<file path="src/rtl/axi_mem_arb_pkg.sv">
// Shared state types and default widths for the
// two-master AXI memory arbiter.
package axi_mem_arb_pkg;

    localparam int DEF_ID_WIDTH   = 6;
    localparam int DEF_ADDR_WIDTH = 32;
    localparam int DEF_DATA_WIDTH = 64;

    typedef enum logic [1:0] {
        W_IDLE,
        W_ADDR,
        W_DATA,
        W_RESP
    } wr_state_e;

    typedef enum logic [1:0] {
        R_IDLE,
        R_ADDR,
        R_DATA
    } rd_state_e;

endpackage

</file>
<file path="src/rtl/axi_mem_arb_if.sv">
// One full AXI4 port; the master modport drives the
// request channels, the slave modport the responses.
interface axi_mem_arb_if
    import axi_mem_arb_pkg::*;
#(
    parameter int ID_WIDTH   = DEF_ID_WIDTH,
    parameter int ADDR_WIDTH = DEF_ADDR_WIDTH,
    parameter int DATA_WIDTH = DEF_DATA_WIDTH
);
    localparam int STRB_WIDTH = DATA_WIDTH / 8;

    logic [ID_WIDTH-1:0]   awid;
    logic [ADDR_WIDTH-1:0] awaddr;
    logic [7:0]            awlen;
    logic [2:0]            awsize;
    logic [1:0]            awburst;
    logic                  awvalid;
    logic                  awready;

    logic [DATA_WIDTH-1:0] wdata;
    logic [STRB_WIDTH-1:0] wstrb;
    logic                  wlast;
    logic                  wvalid;
    logic                  wready;

    logic [ID_WIDTH-1:0]   bid;
    logic [1:0]            bresp;
    logic                  bvalid;
    logic                  bready;

    logic [ID_WIDTH-1:0]   arid;
    logic [ADDR_WIDTH-1:0] araddr;
    logic [7:0]            arlen;
    logic [2:0]            arsize;
    logic [1:0]            arburst;
    logic                  arvalid;
    logic                  arready;

    logic [ID_WIDTH-1:0]   rid;
    logic [DATA_WIDTH-1:0] rdata;
    logic [1:0]            rresp;
    logic                  rlast;
    logic                  rvalid;
    logic                  rready;

    modport master (
        output awid, awaddr, awlen, awsize, awburst, awvalid,
        input  awready,
        output wdata, wstrb, wlast, wvalid,
        input  wready,
        input  bid, bresp, bvalid,
        output bready,
        output arid, araddr, arlen, arsize, arburst, arvalid,
        input  arready,
        input  rid, rdata, rresp, rlast, rvalid,
        output rready
    );

    modport slave (
        input  awid, awaddr, awlen, awsize, awburst, awvalid,
        output awready,
        input  wdata, wstrb, wlast, wvalid,
        output wready,
        output bid, bresp, bvalid,
        input  bready,
        input  arid, araddr, arlen, arsize, arburst, arvalid,
        output arready,
        output rid, rdata, rresp, rlast, rvalid,
        input  rready
    );

endinterface

</file>
<file path="src/rtl/axi_mem_arb_rr_arb2.sv">
// Two-way round-robin arbiter with a registered
// last-grant pointer and a one-hot grant.
module rr_arb2 (
    input  logic       clk,
    input  logic       rstn,
    input  logic       en,
    input  logic [1:0] req,
    output logic [1:0] gnt
);
    // last=1 means master 1 won most recently, so master 0 is favoured
    logic last;

    always_comb begin
        gnt = 2'b00;
        if (en) begin
            if (req == 2'b11) begin
                gnt = last ? 2'b01 : 2'b10;
            end else begin
                gnt = req;
            end
        end
    end

    always_ff @(posedge clk or negedge rstn) begin
        if (!rstn) begin
            last <= 1'b1;
        end else if (en && |req) begin
            last <= gnt[1];
        end
    end

endmodule

</file>
<file path="src/rtl/axi_mem_arb.sv">
// Shares one AXI4 memory port between two masters with
// independent round-robin ownership of the write and read paths.
module axi_mem_arb
    import axi_mem_arb_pkg::*;
#(
    parameter int ID_WIDTH   = DEF_ID_WIDTH,
    parameter int ADDR_WIDTH = DEF_ADDR_WIDTH,
    parameter int DATA_WIDTH = DEF_DATA_WIDTH
) (
    input  logic          clk,
    input  logic          rstn,
    input  logic          i_init_done,
    axi_mem_arb_if.slave  s0,
    axi_mem_arb_if.slave  s1,
    axi_mem_arb_if.master m,
    output logic          o_wr_owner,
    output logic          o_rd_owner
);
    localparam int STRB_WIDTH = DATA_WIDTH / 8;

    wr_state_e wr_state;
    rd_state_e rd_state;

    logic [1:0] wr_req;
    logic [1:0] wr_gnt;
    logic [1:0] rd_req;
    logic [1:0] rd_gnt;
    logic       wr_en;
    logic       rd_en;

    logic wr_addr;
    logic wr_data;
    logic wr_resp;
    logic rd_addr;
    logic rd_data;

    logic [ID_WIDTH-1:0]   aw_id;
    logic [ADDR_WIDTH-1:0] aw_addr;
    logic [DATA_WIDTH-1:0] w_data;
    logic [STRB_WIDTH-1:0] w_strb;
    logic [ID_WIDTH-1:0]   ar_id;
    logic [ADDR_WIDTH-1:0] ar_addr;

    assign wr_req = {s1.awvalid, s0.awvalid};
    assign rd_req = {s1.arvalid, s0.arvalid};
    assign wr_en  = (wr_state == W_IDLE) && i_init_done;
    assign rd_en  = (rd_state == R_IDLE) && i_init_done;

    rr_arb2 u_wr_arb (
        .clk  (clk),
        .rstn (rstn),
        .en   (wr_en),
        .req  (wr_req),
        .gnt  (wr_gnt)
    );

    rr_arb2 u_rd_arb (
        .clk  (clk),
        .rstn (rstn),
        .en   (rd_en),
        .req  (rd_req),
        .gnt  (rd_gnt)
    );

    always_ff @(posedge clk or negedge rstn) begin
        if (!rstn) begin
            wr_state   <= W_IDLE;
            o_wr_owner <= 1'b0;
        end else begin
            unique case (wr_state)
                W_IDLE: begin
                    if (wr_en && |wr_req) begin
                        o_wr_owner <= wr_gnt[1];
                        wr_state   <= W_ADDR;
                    end
                end
                W_ADDR: begin
                    if (m.awvalid && m.awready) wr_state <= W_DATA;
                end
                W_DATA: begin
                    if (m.wvalid && m.wready && m.wlast) wr_state <= W_RESP;
                end
                W_RESP: begin
                    if (m.bvalid && m.bready) wr_state <= W_IDLE;
                end
                default: wr_state <= W_IDLE;
            endcase
        end
    end

    always_ff @(posedge clk or negedge rstn) begin
        if (!rstn) begin
            rd_state   <= R_IDLE;
            o_rd_owner <= 1'b0;
        end else begin
            unique case (rd_state)
                R_IDLE: begin
                    if (rd_en && |rd_req) begin
                        o_rd_owner <= rd_gnt[1];
                        rd_state   <= R_ADDR;
                    end
                end
                R_ADDR: begin
                    if (m.arvalid && m.arready) rd_state <= R_DATA;
                end
                R_DATA: begin
                    if (m.rvalid && m.rready && m.rlast) rd_state <= R_IDLE;
                end
                default: rd_state <= R_IDLE;
            endcase
        end
    end

    assign wr_addr = (wr_state == W_ADDR);
    assign wr_data = (wr_state == W_DATA);
    assign wr_resp = (wr_state == W_RESP);
    assign rd_addr = (rd_state == R_ADDR);
    assign rd_data = (rd_state == R_DATA);

    // Payloads follow the owner; only the valids/readies are phase-gated
    assign aw_id   = o_wr_owner ? s1.awid   : s0.awid;
    assign aw_addr = o_wr_owner ? s1.awaddr : s0.awaddr;
    assign w_data  = o_wr_owner ? s1.wdata  : s0.wdata;
    assign w_strb  = o_wr_owner ? s1.wstrb  : s0.wstrb;
    assign ar_id   = o_rd_owner ? s1.arid   : s0.arid;
    assign ar_addr = o_rd_owner ? s1.araddr : s0.araddr;

    assign m.awid    = aw_id;
    assign m.awaddr  = aw_addr;
    assign m.awlen   = o_wr_owner ? s1.awlen   : s0.awlen;
    assign m.awsize  = o_wr_owner ? s1.awsize  : s0.awsize;
    assign m.awburst = o_wr_owner ? s1.awburst : s0.awburst;
    assign m.awvalid = wr_addr && (o_wr_owner ? s1.awvalid : s0.awvalid);
    assign s0.awready = wr_addr && !o_wr_owner && m.awready;
    assign s1.awready = wr_addr &&  o_wr_owner && m.awready;

    assign m.wdata  = w_data;
    assign m.wstrb  = w_strb;
    assign m.wlast  = o_wr_owner ? s1.wlast : s0.wlast;
    assign m.wvalid = wr_data && (o_wr_owner ? s1.wvalid : s0.wvalid);
    assign s0.wready = wr_data && !o_wr_owner && m.wready;
    assign s1.wready = wr_data &&  o_wr_owner && m.wready;

    assign s0.bid    = m.bid;
    assign s1.bid    = m.bid;
    assign s0.bresp  = m.bresp;
    assign s1.bresp  = m.bresp;
    assign s0.bvalid = wr_resp && !o_wr_owner && m.bvalid;
    assign s1.bvalid = wr_resp &&  o_wr_owner && m.bvalid;
    assign m.bready  = wr_resp && (o_wr_owner ? s1.bready : s0.bready);

    assign m.arid    = ar_id;
    assign m.araddr  = ar_addr;
    assign m.arlen   = o_rd_owner ? s1.arlen   : s0.arlen;
    assign m.arsize  = o_rd_owner ? s1.arsize  : s0.arsize;
    assign m.arburst = o_rd_owner ? s1.arburst : s0.arburst;
    assign m.arvalid = rd_addr && (o_rd_owner ? s1.arvalid : s0.arvalid);
    assign s0.arready = rd_addr && !o_rd_owner && m.arready;
    assign s1.arready = rd_addr &&  o_rd_owner && m.arready;

    assign s0.rid    = m.rid;
    assign s1.rid    = m.rid;
    assign s0.rdata  = m.rdata;
    assign s1.rdata  = m.rdata;
    assign s0.rresp  = m.rresp;
    assign s1.rresp  = m.rresp;
    assign s0.rlast  = m.rlast;
    assign s1.rlast  = m.rlast;
    assign s0.rvalid = rd_data && !o_rd_owner && m.rvalid;
    assign s1.rvalid = rd_data &&  o_rd_owner && m.rvalid;
    assign m.rready  = rd_data && (o_rd_owner ? s1.rready : s0.rready);

endmodule

</file>
<file path="src/flat_wrapper.sv">
// flat-port wrapper written by rule: the top's interface ports become plain ports
module axi_mem_arb_flat import axi_mem_arb_pkg::*;
#(
    parameter int ID_WIDTH   = DEF_ID_WIDTH,
    parameter int ADDR_WIDTH = DEF_ADDR_WIDTH,
    parameter int DATA_WIDTH = DEF_DATA_WIDTH
)
  (clk, rstn, i_init_done, o_wr_owner, o_rd_owner, s0_awid, s0_awaddr, s0_awlen, s0_awsize, s0_awburst, s0_awvalid, s0_awready, s0_wdata, s0_wstrb, s0_wlast, s0_wvalid, s0_wready, s0_bid, s0_bresp, s0_bvalid, s0_bready, s0_arid, s0_araddr, s0_arlen, s0_arsize, s0_arburst, s0_arvalid, s0_arready, s0_rid, s0_rdata, s0_rresp, s0_rlast, s0_rvalid, s0_rready, s1_awid, s1_awaddr, s1_awlen, s1_awsize, s1_awburst, s1_awvalid, s1_awready, s1_wdata, s1_wstrb, s1_wlast, s1_wvalid, s1_wready, s1_bid, s1_bresp, s1_bvalid, s1_bready, s1_arid, s1_araddr, s1_arlen, s1_arsize, s1_arburst, s1_arvalid, s1_arready, s1_rid, s1_rdata, s1_rresp, s1_rlast, s1_rvalid, s1_rready, m_awid, m_awaddr, m_awlen, m_awsize, m_awburst, m_awvalid, m_awready, m_wdata, m_wstrb, m_wlast, m_wvalid, m_wready, m_bid, m_bresp, m_bvalid, m_bready, m_arid, m_araddr, m_arlen, m_arsize, m_arburst, m_arvalid, m_arready, m_rid, m_rdata, m_rresp, m_rlast, m_rvalid, m_rready);
  axi_mem_arb_if #(.ID_WIDTH(ID_WIDTH), .ADDR_WIDTH(ADDR_WIDTH), .DATA_WIDTH(DATA_WIDTH)) s0_i ();
  axi_mem_arb_if #(.ID_WIDTH(ID_WIDTH), .ADDR_WIDTH(ADDR_WIDTH), .DATA_WIDTH(DATA_WIDTH)) s1_i ();
  axi_mem_arb_if #(.ID_WIDTH(ID_WIDTH), .ADDR_WIDTH(ADDR_WIDTH), .DATA_WIDTH(DATA_WIDTH)) m_i ();
  input  logic clk;
  input  logic rstn;
  input  logic i_init_done;
  output logic o_wr_owner;
  output logic o_rd_owner;
  input wire logic [$bits(s0_i.awid)-1:0] s0_awid;
  input wire logic [$bits(s0_i.awaddr)-1:0] s0_awaddr;
  input wire logic [$bits(s0_i.awlen)-1:0] s0_awlen;
  input wire logic [$bits(s0_i.awsize)-1:0] s0_awsize;
  input wire logic [$bits(s0_i.awburst)-1:0] s0_awburst;
  input wire logic [$bits(s0_i.awvalid)-1:0] s0_awvalid;
  output wire logic [$bits(s0_i.awready)-1:0] s0_awready;
  input wire logic [$bits(s0_i.wdata)-1:0] s0_wdata;
  input wire logic [$bits(s0_i.wstrb)-1:0] s0_wstrb;
  input wire logic [$bits(s0_i.wlast)-1:0] s0_wlast;
  input wire logic [$bits(s0_i.wvalid)-1:0] s0_wvalid;
  output wire logic [$bits(s0_i.wready)-1:0] s0_wready;
  output wire logic [$bits(s0_i.bid)-1:0] s0_bid;
  output wire logic [$bits(s0_i.bresp)-1:0] s0_bresp;
  output wire logic [$bits(s0_i.bvalid)-1:0] s0_bvalid;
  input wire logic [$bits(s0_i.bready)-1:0] s0_bready;
  input wire logic [$bits(s0_i.arid)-1:0] s0_arid;
  input wire logic [$bits(s0_i.araddr)-1:0] s0_araddr;
  input wire logic [$bits(s0_i.arlen)-1:0] s0_arlen;
  input wire logic [$bits(s0_i.arsize)-1:0] s0_arsize;
  input wire logic [$bits(s0_i.arburst)-1:0] s0_arburst;
  input wire logic [$bits(s0_i.arvalid)-1:0] s0_arvalid;
  output wire logic [$bits(s0_i.arready)-1:0] s0_arready;
  output wire logic [$bits(s0_i.rid)-1:0] s0_rid;
  output wire logic [$bits(s0_i.rdata)-1:0] s0_rdata;
  output wire logic [$bits(s0_i.rresp)-1:0] s0_rresp;
  output wire logic [$bits(s0_i.rlast)-1:0] s0_rlast;
  output wire logic [$bits(s0_i.rvalid)-1:0] s0_rvalid;
  input wire logic [$bits(s0_i.rready)-1:0] s0_rready;
  input wire logic [$bits(s1_i.awid)-1:0] s1_awid;
  input wire logic [$bits(s1_i.awaddr)-1:0] s1_awaddr;
  input wire logic [$bits(s1_i.awlen)-1:0] s1_awlen;
  input wire logic [$bits(s1_i.awsize)-1:0] s1_awsize;
  input wire logic [$bits(s1_i.awburst)-1:0] s1_awburst;
  input wire logic [$bits(s1_i.awvalid)-1:0] s1_awvalid;
  output wire logic [$bits(s1_i.awready)-1:0] s1_awready;
  input wire logic [$bits(s1_i.wdata)-1:0] s1_wdata;
  input wire logic [$bits(s1_i.wstrb)-1:0] s1_wstrb;
  input wire logic [$bits(s1_i.wlast)-1:0] s1_wlast;
  input wire logic [$bits(s1_i.wvalid)-1:0] s1_wvalid;
  output wire logic [$bits(s1_i.wready)-1:0] s1_wready;
  output wire logic [$bits(s1_i.bid)-1:0] s1_bid;
  output wire logic [$bits(s1_i.bresp)-1:0] s1_bresp;
  output wire logic [$bits(s1_i.bvalid)-1:0] s1_bvalid;
  input wire logic [$bits(s1_i.bready)-1:0] s1_bready;
  input wire logic [$bits(s1_i.arid)-1:0] s1_arid;
  input wire logic [$bits(s1_i.araddr)-1:0] s1_araddr;
  input wire logic [$bits(s1_i.arlen)-1:0] s1_arlen;
  input wire logic [$bits(s1_i.arsize)-1:0] s1_arsize;
  input wire logic [$bits(s1_i.arburst)-1:0] s1_arburst;
  input wire logic [$bits(s1_i.arvalid)-1:0] s1_arvalid;
  output wire logic [$bits(s1_i.arready)-1:0] s1_arready;
  output wire logic [$bits(s1_i.rid)-1:0] s1_rid;
  output wire logic [$bits(s1_i.rdata)-1:0] s1_rdata;
  output wire logic [$bits(s1_i.rresp)-1:0] s1_rresp;
  output wire logic [$bits(s1_i.rlast)-1:0] s1_rlast;
  output wire logic [$bits(s1_i.rvalid)-1:0] s1_rvalid;
  input wire logic [$bits(s1_i.rready)-1:0] s1_rready;
  output wire logic [$bits(m_i.awid)-1:0] m_awid;
  output wire logic [$bits(m_i.awaddr)-1:0] m_awaddr;
  output wire logic [$bits(m_i.awlen)-1:0] m_awlen;
  output wire logic [$bits(m_i.awsize)-1:0] m_awsize;
  output wire logic [$bits(m_i.awburst)-1:0] m_awburst;
  output wire logic [$bits(m_i.awvalid)-1:0] m_awvalid;
  input wire logic [$bits(m_i.awready)-1:0] m_awready;
  output wire logic [$bits(m_i.wdata)-1:0] m_wdata;
  output wire logic [$bits(m_i.wstrb)-1:0] m_wstrb;
  output wire logic [$bits(m_i.wlast)-1:0] m_wlast;
  output wire logic [$bits(m_i.wvalid)-1:0] m_wvalid;
  input wire logic [$bits(m_i.wready)-1:0] m_wready;
  input wire logic [$bits(m_i.bid)-1:0] m_bid;
  input wire logic [$bits(m_i.bresp)-1:0] m_bresp;
  input wire logic [$bits(m_i.bvalid)-1:0] m_bvalid;
  output wire logic [$bits(m_i.bready)-1:0] m_bready;
  output wire logic [$bits(m_i.arid)-1:0] m_arid;
  output wire logic [$bits(m_i.araddr)-1:0] m_araddr;
  output wire logic [$bits(m_i.arlen)-1:0] m_arlen;
  output wire logic [$bits(m_i.arsize)-1:0] m_arsize;
  output wire logic [$bits(m_i.arburst)-1:0] m_arburst;
  output wire logic [$bits(m_i.arvalid)-1:0] m_arvalid;
  input wire logic [$bits(m_i.arready)-1:0] m_arready;
  input wire logic [$bits(m_i.rid)-1:0] m_rid;
  input wire logic [$bits(m_i.rdata)-1:0] m_rdata;
  input wire logic [$bits(m_i.rresp)-1:0] m_rresp;
  input wire logic [$bits(m_i.rlast)-1:0] m_rlast;
  input wire logic [$bits(m_i.rvalid)-1:0] m_rvalid;
  output wire logic [$bits(m_i.rready)-1:0] m_rready;
  assign s0_i.awid = s0_awid;
  assign s0_i.awaddr = s0_awaddr;
  assign s0_i.awlen = s0_awlen;
  assign s0_i.awsize = s0_awsize;
  assign s0_i.awburst = s0_awburst;
  assign s0_i.awvalid = s0_awvalid;
  assign s0_awready = s0_i.awready;
  assign s0_i.wdata = s0_wdata;
  assign s0_i.wstrb = s0_wstrb;
  assign s0_i.wlast = s0_wlast;
  assign s0_i.wvalid = s0_wvalid;
  assign s0_wready = s0_i.wready;
  assign s0_bid = s0_i.bid;
  assign s0_bresp = s0_i.bresp;
  assign s0_bvalid = s0_i.bvalid;
  assign s0_i.bready = s0_bready;
  assign s0_i.arid = s0_arid;
  assign s0_i.araddr = s0_araddr;
  assign s0_i.arlen = s0_arlen;
  assign s0_i.arsize = s0_arsize;
  assign s0_i.arburst = s0_arburst;
  assign s0_i.arvalid = s0_arvalid;
  assign s0_arready = s0_i.arready;
  assign s0_rid = s0_i.rid;
  assign s0_rdata = s0_i.rdata;
  assign s0_rresp = s0_i.rresp;
  assign s0_rlast = s0_i.rlast;
  assign s0_rvalid = s0_i.rvalid;
  assign s0_i.rready = s0_rready;
  assign s1_i.awid = s1_awid;
  assign s1_i.awaddr = s1_awaddr;
  assign s1_i.awlen = s1_awlen;
  assign s1_i.awsize = s1_awsize;
  assign s1_i.awburst = s1_awburst;
  assign s1_i.awvalid = s1_awvalid;
  assign s1_awready = s1_i.awready;
  assign s1_i.wdata = s1_wdata;
  assign s1_i.wstrb = s1_wstrb;
  assign s1_i.wlast = s1_wlast;
  assign s1_i.wvalid = s1_wvalid;
  assign s1_wready = s1_i.wready;
  assign s1_bid = s1_i.bid;
  assign s1_bresp = s1_i.bresp;
  assign s1_bvalid = s1_i.bvalid;
  assign s1_i.bready = s1_bready;
  assign s1_i.arid = s1_arid;
  assign s1_i.araddr = s1_araddr;
  assign s1_i.arlen = s1_arlen;
  assign s1_i.arsize = s1_arsize;
  assign s1_i.arburst = s1_arburst;
  assign s1_i.arvalid = s1_arvalid;
  assign s1_arready = s1_i.arready;
  assign s1_rid = s1_i.rid;
  assign s1_rdata = s1_i.rdata;
  assign s1_rresp = s1_i.rresp;
  assign s1_rlast = s1_i.rlast;
  assign s1_rvalid = s1_i.rvalid;
  assign s1_i.rready = s1_rready;
  assign m_awid = m_i.awid;
  assign m_awaddr = m_i.awaddr;
  assign m_awlen = m_i.awlen;
  assign m_awsize = m_i.awsize;
  assign m_awburst = m_i.awburst;
  assign m_awvalid = m_i.awvalid;
  assign m_i.awready = m_awready;
  assign m_wdata = m_i.wdata;
  assign m_wstrb = m_i.wstrb;
  assign m_wlast = m_i.wlast;
  assign m_wvalid = m_i.wvalid;
  assign m_i.wready = m_wready;
  assign m_i.bid = m_bid;
  assign m_i.bresp = m_bresp;
  assign m_i.bvalid = m_bvalid;
  assign m_bready = m_i.bready;
  assign m_arid = m_i.arid;
  assign m_araddr = m_i.araddr;
  assign m_arlen = m_i.arlen;
  assign m_arsize = m_i.arsize;
  assign m_arburst = m_i.arburst;
  assign m_arvalid = m_i.arvalid;
  assign m_i.arready = m_arready;
  assign m_i.rid = m_rid;
  assign m_i.rdata = m_rdata;
  assign m_i.rresp = m_rresp;
  assign m_i.rlast = m_rlast;
  assign m_i.rvalid = m_rvalid;
  assign m_rready = m_i.rready;
  axi_mem_arb #(.ID_WIDTH(ID_WIDTH), .ADDR_WIDTH(ADDR_WIDTH), .DATA_WIDTH(DATA_WIDTH)) u_core (.clk(clk), .rstn(rstn), .i_init_done(i_init_done), .s0(s0_i), .s1(s1_i), .m(m_i), .o_wr_owner(o_wr_owner), .o_rd_owner(o_rd_owner));
endmodule
</file>
<file path="config.mk">
export PLATFORM = sky130hd
export DESIGN_NAME = axi_mem_arb_flat
export DESIGN_NICKNAME = d
export VERILOG_FILES = /design/src/rtl/axi_mem_arb_pkg.sv /design/src/rtl/axi_mem_arb_if.sv /design/src/rtl/axi_mem_arb_rr_arb2.sv /design/src/rtl/axi_mem_arb.sv /design/src/flat_wrapper.sv
export SDC_FILE = /design/constraint.sdc
export NUM_CORES = 1
export LEC_CHECK = 0
export BUFFER_PORTS_ARGS = -buffer_cell sky130_fd_sc_hd__buf_2
export CORE_AREA = 2 2 308 310
export CTS_BUF_LIST = sky130_fd_sc_hd__clkbuf_8
export DETAILED_ROUTE_END_ITERATION = 10
export DIE_AREA = 0 0 310 312
export GPL_TIMING_DRIVEN = 0
export PLACE_DENSITY = 0.3
export SLEW_MARGIN = 30
export SYNTH_ARGS = -nofsm -noshare
export SYNTH_HDL_FRONTEND = slang
export SYNTH_SLANG_ARGS = --single-unit
</file>
<file path="constraint.sdc">
create_clock -name clk -period 3.4 [get_ports clk]
set_input_delay 0.85 -clock clk [delete_from_list [all_inputs] [get_ports clk]]
set_output_delay 0.85 -clock clk [all_outputs]
set_load 0.01 [all_outputs]
</file>
== Yosys cells after proc, flatten, opt, wreduce, memory -nomap -nowiden ==
Cells that the tools add are included.

* Output and inout bits: 354
* Register bits after elaboration: 8
* Bits of input ports: 449

* Reductions and logical operators: 46
* Equality and inequality tests: 14
* Multiplexer cells: 33

{| class="wikitable"
|+ Operators with widths
! kind !! count
|-
| two-way mux 32 bit || 2
|-
| two-way mux 64 bit || 1
|-
| logical AND 1 bit || 36
|-
| two-way mux 2 bit || 15
|-
| two-way mux 8 bit || 3
|-
| inequality test 2 bit, second input constant || 7
|-
| two-way mux 6 bit || 2
|-
| equality test 2 bit, second input constant || 5
|-
| case mux 2 bit (4 select lines) || 1
|-
| two-way mux 1 bit || 6
|-
| two-way mux 3 bit || 2
|-
| case mux 2 bit (3 select lines) || 1
|-
| equality test 2 x 1 -> 1 bit, second input constant || 2
|-
| zero test 2 bit || 2
|-
| AND reduction 2 bit || 2
|-
| AND reduction 4 bit || 1
|-
| OR reduction 2 bit || 2
|-
| AND reduction 3 bit || 1
|-
| zero test 1 bit || 2
|}

== Longest topological paths before layout ==
* Depth in word-level cells: 6
* Mapped depth: 5

== Cells and area by module ==
A second synthesis with hierarchy kept.

* Cell total of the unflattened synthesis: 437
* Area, all modules: 3942.5 µm²

{| class="wikitable"
|+ By module, submodules not included
! module !! instances !! area an instance (µm²) !! cells an instance
|-
| axi_mem_arb || 1 || 3817.4 || 421
|-
| rr_arb2 || 2 || 62.6 || 8
|}

== Worst setup path before layout ==
Ideal clock, no wire load.

* Path type: reg-to-output
* From: register u_core.o_wr_owner
* To: output port m_awaddr[0]
* Data arrival time: 1365 ps
* Buffers on the path: 3
* Path slack: 1185 ps
* Data required time: 2550 ps
* Cell stages (with the launch flop): 5
* Path through: dfrtp_1 buf_6 clkbuf_1 buf_2 mux2_2

* Word-level cells in the longest chain between the ends: 1

{| class="wikitable"
|+ RTL lines
! element !! line !! text
|-
| start: declaration || axi_mem_arb.sv:16 || <nowiki>output logic o_wr_owner,</nowiki>
|-
| start signal: assignment || axi_mem_arb.sv:73 || <nowiki>o_wr_owner <= wr_gnt[1];</nowiki>
|-
| two-way mux 32 bit || axi_mem_arb.sv:122 || <nowiki>assign aw_addr = o_wr_owner ? s1.awaddr : s0.awaddr;</nowiki>
|-
| end: declaration || flat_wrapper.sv:76 || <nowiki>output wire logic [$bits(m_i.awaddr)-1:0] m_awaddr;</nowiki>
|}

Every way passes these cells.

== Worst setup path after layout ==
* From: register u_core.o_wr_owner
* To: output port m_awaddr[19]

Same word-level chain as after synthesis.

==> results.toml <==
[run_status]
status = "finished, final reports clean"

[yosys]
synth_top_area_share_pct = 50.0
synthCells = 430
netlist_top_cells_area = "mux2_2 50%, buf_4 31%, dfrtp_1 3.8%"
synthesis.area_um2 = 3920
synthDistinctLibCells = 29
synth-warning-count = 0
synth_area_leader_cell = "mux2_2"
ys_seq_area_share_pct = 5.17
syn-num-nets = 884
syn_area_per_cell_um2 = 9.12
synth_seq_cells = 8

[detailed_routing]
ant_nets = 0
routedWlPerCell_um = 13.7
wl_um = 33100
drtIter0Drc = 64
drc = 0
dr.pass1.iters = 4
vias = 5826
vias_per_cell = 2.41

[setup_path]
r2r_end = "u_core.wr_state[1]$_DFFE_PN0P_"
r2r-start = "u_core.o_wr_owner$_DFFE_PN0P_"
arrival_ns = 2.24
cp_slowest_cell = "buf_2"
cpPeakStageDelay_ns = 0.47
r2r_cells = 5
regToRegSetupSlack_ns = 1.35
startpoint_type = "flip-flop"
crit_path_frequent_cell = "buf_2"
path_max_fanout = 10
required_ns = 2.55
cp_cell_sequence = "buf_6, clkbuf_1, buf_2, mux2_2, buf_2"
path_class = "reg2out"
cp-end-kind = "output port"

[placement]
placed_cells = 2406
place.gp.congestion = 0.773
hpwl_um = 31600
placed_area_um2 = 9110
io_buffers = 722

[clocking]
clk_pin_slew_ns = 0.05
cts_max_path_buffers = 2
cts_setup_buffers = 0
cts_buffers = 3
cts.sinks = 8
post_cts_resized = 0
cts_max_level = 1
clockRootBuffer = "clkbuf_8"
postCtsHoldBufs = 0
cts_tree = "yes"
worstSkewPairLatency_ns = 0.24

[final_layout]
drive_gt1_share_pct = 94.0
layout.nets = 1611
fin_area_um2 = 9160
syn_to_final_growth_pct = 134
fillers = 11041
layout.cells.non_filler = 2413

[timing]
max_freq_mhz = 324
rsz0062_at_grt = "no"
hold_ws_ns = 0.468
period_needed_ns = 3.09
timing.final.crit_share_pct = 90.8
clock_skew_ns = 0.000266
slew_violations = 0
slew_headroom_pct = 53.6
worst_slew_pin_slew_ns = 0.692
setup_violations = 0
hold_violations = 0
setup-tns-final_ns = 0

[die]
die_w_um = 310
start_util_pct = 4.21
coreArea_um2 = 93000
die_y_um = 312
rows = 112
dieArea_um2 = 96700
io_pins = 803

[worst_hold_path]
hold_class = "in2async"

[pwr]
power.total_mw = 3.85
vdd_ir_drop_max_mv = 0.265
leakage_nw = 4.75
power.density_nw_per_um2 = 421

[grt]
grt-ovfl-total = 0
grt_max_degree = 11
grt_pass1_vias = 5700
grt_pass1_wl_um = 41200
grt_usage_pct = 6.09
antenna_found_initial = 25

[job]
maxCapViolations = 0
## synthesized netlist by cell type
cell and n:
a21o_1 2, a21oi_1 3, a221oi_2 1, a32oi_1 1
and3_1 5, and4b_1 1, buf_1 1, buf_2 18
buf_4 162, buf_6 1, clkbuf_1 1, dfrtp_1 6
dfstp_2 2, ha_1 5, inv_1 6, mux2_2 174
mux2_4 1, mux2i_1 6, nand2_1 8, nand2b_1 2
nand3_1 2, nand3_2 1, nor2_1 7, nor2b_1 5
nor3b_1 2, o21ai_0 4, o22ai_1 1, o31ai_1 1
o32a_1 1
## how the worst max path moves through the flow
stage                               to                           from  depth (start not counted)  slack (ns)
after detailed placement  m_awaddr[19]  u_core.o_wr_owner$_DFFE_PN0P_                          5        0.37
after global routing      m_awaddr[19]  u_core.o_wr_owner$_DFFE_PN0P_                          5        0.05
after global placement    m_awaddr[19]  u_core.o_wr_owner$_DFFE_PN0P_                          5        0.35
final                     m_awaddr[19]  u_core.o_wr_owner$_DFFE_PN0P_                          5        0.31
after CTS                 m_awaddr[19]  u_core.o_wr_owner$_DFFE_PN0P_                          5         0.1
after floorplan            m_awaddr[0]  u_core.o_wr_owner$_DFFE_PN0P_                          4        1.19
## per-stage QoR
stage | setup WS, ns | utilization, %
6_report | 0.312 | 9.84
5_1_grt | 0.0487 | 9.83
4_1_cts | 0.0989 | 9.83
3_5_place_dp | 0.369 | 9.79
3_3_place_gp | 0.354 | 9.78
2_1_floorplan | 1.19 | -
## worst max-delay path: cells and delay by family, from the launching register on
kind	cells	cell delay, ns
flip-flops	1	0.36
multiplexers	1	0.40
buffers and inverters	4	1.22
## layout make-up
cell class | count | area [µm²] | share of cell area [%]
clock buffers | 3 | 41.3 | 0.451
multi-input cells | 233 | 2380 | 25.9
diodes | 4 | 10.0 | 0.109
well taps | 1254 | 1570 | 17.1
plain buffers | 183 | 1330 | 14.5
inverters | 6 | 22.5 | 0.246
flip-flops and latches | 8 | 203 | 2.21
repair buffers | 722 | 3610 | 39.4
## routing by layer
metal	wire, µm	up-vias	global-route usage (%)
met5	27	-	0
met4	514	4	0.922
met3	2500	50	0.726
met2	17400	481	12.2
met1	12700	2515	6.87
li1	-	2776	-
## cell usage in the layout (no fill, tap or decap), types with 5 or more instances in the layout
| master | n |
|---|---|
| and3_1 | 5 |
| buf_2 | 740 |
| buf_4 | 162 |
| dfrtp_1 | 6 |
| ha_1 | 5 |
| inv_1 | 6 |
| mux2_2 | 174 |
| mux2i_1 | 6 |
| nand2_1 | 8 |
| nor2_1 | 7 |
| nor2b_1 | 5 |
## flip-flops by register name, indices dropped and copies added (netlist names)
signal,count
u_core.u_wr_arb.last,1
u_core.o_rd_owner,1
u_core.rd_state,2
u_core.wr_state,2
u_core.o_wr_owner,1
u_core.u_rd_arb.last,1
## logic make-up (layout without fill, tap and decap cells)
family          count (synthesis)  count (layout)  synth area share, %
flops                           8               8                 5.17
buf+inv                       189             914                 34.4
mux                           181             181                 51.9
other cells                     0               4                    0
fa+ha+maj                       5               5                 1.60
compound gates                 14              14                 2.49
simple gates                   33              33                 4.50
## power breakdown
part / switching [mW] / internal (mW)
combinational: 1.77 / 1.77
clock: 0.0447 / 0.0773
sequential: 0.0450 / 0.151
total: 1.86 / 2.00
Power figures use the tool's default switching activity.
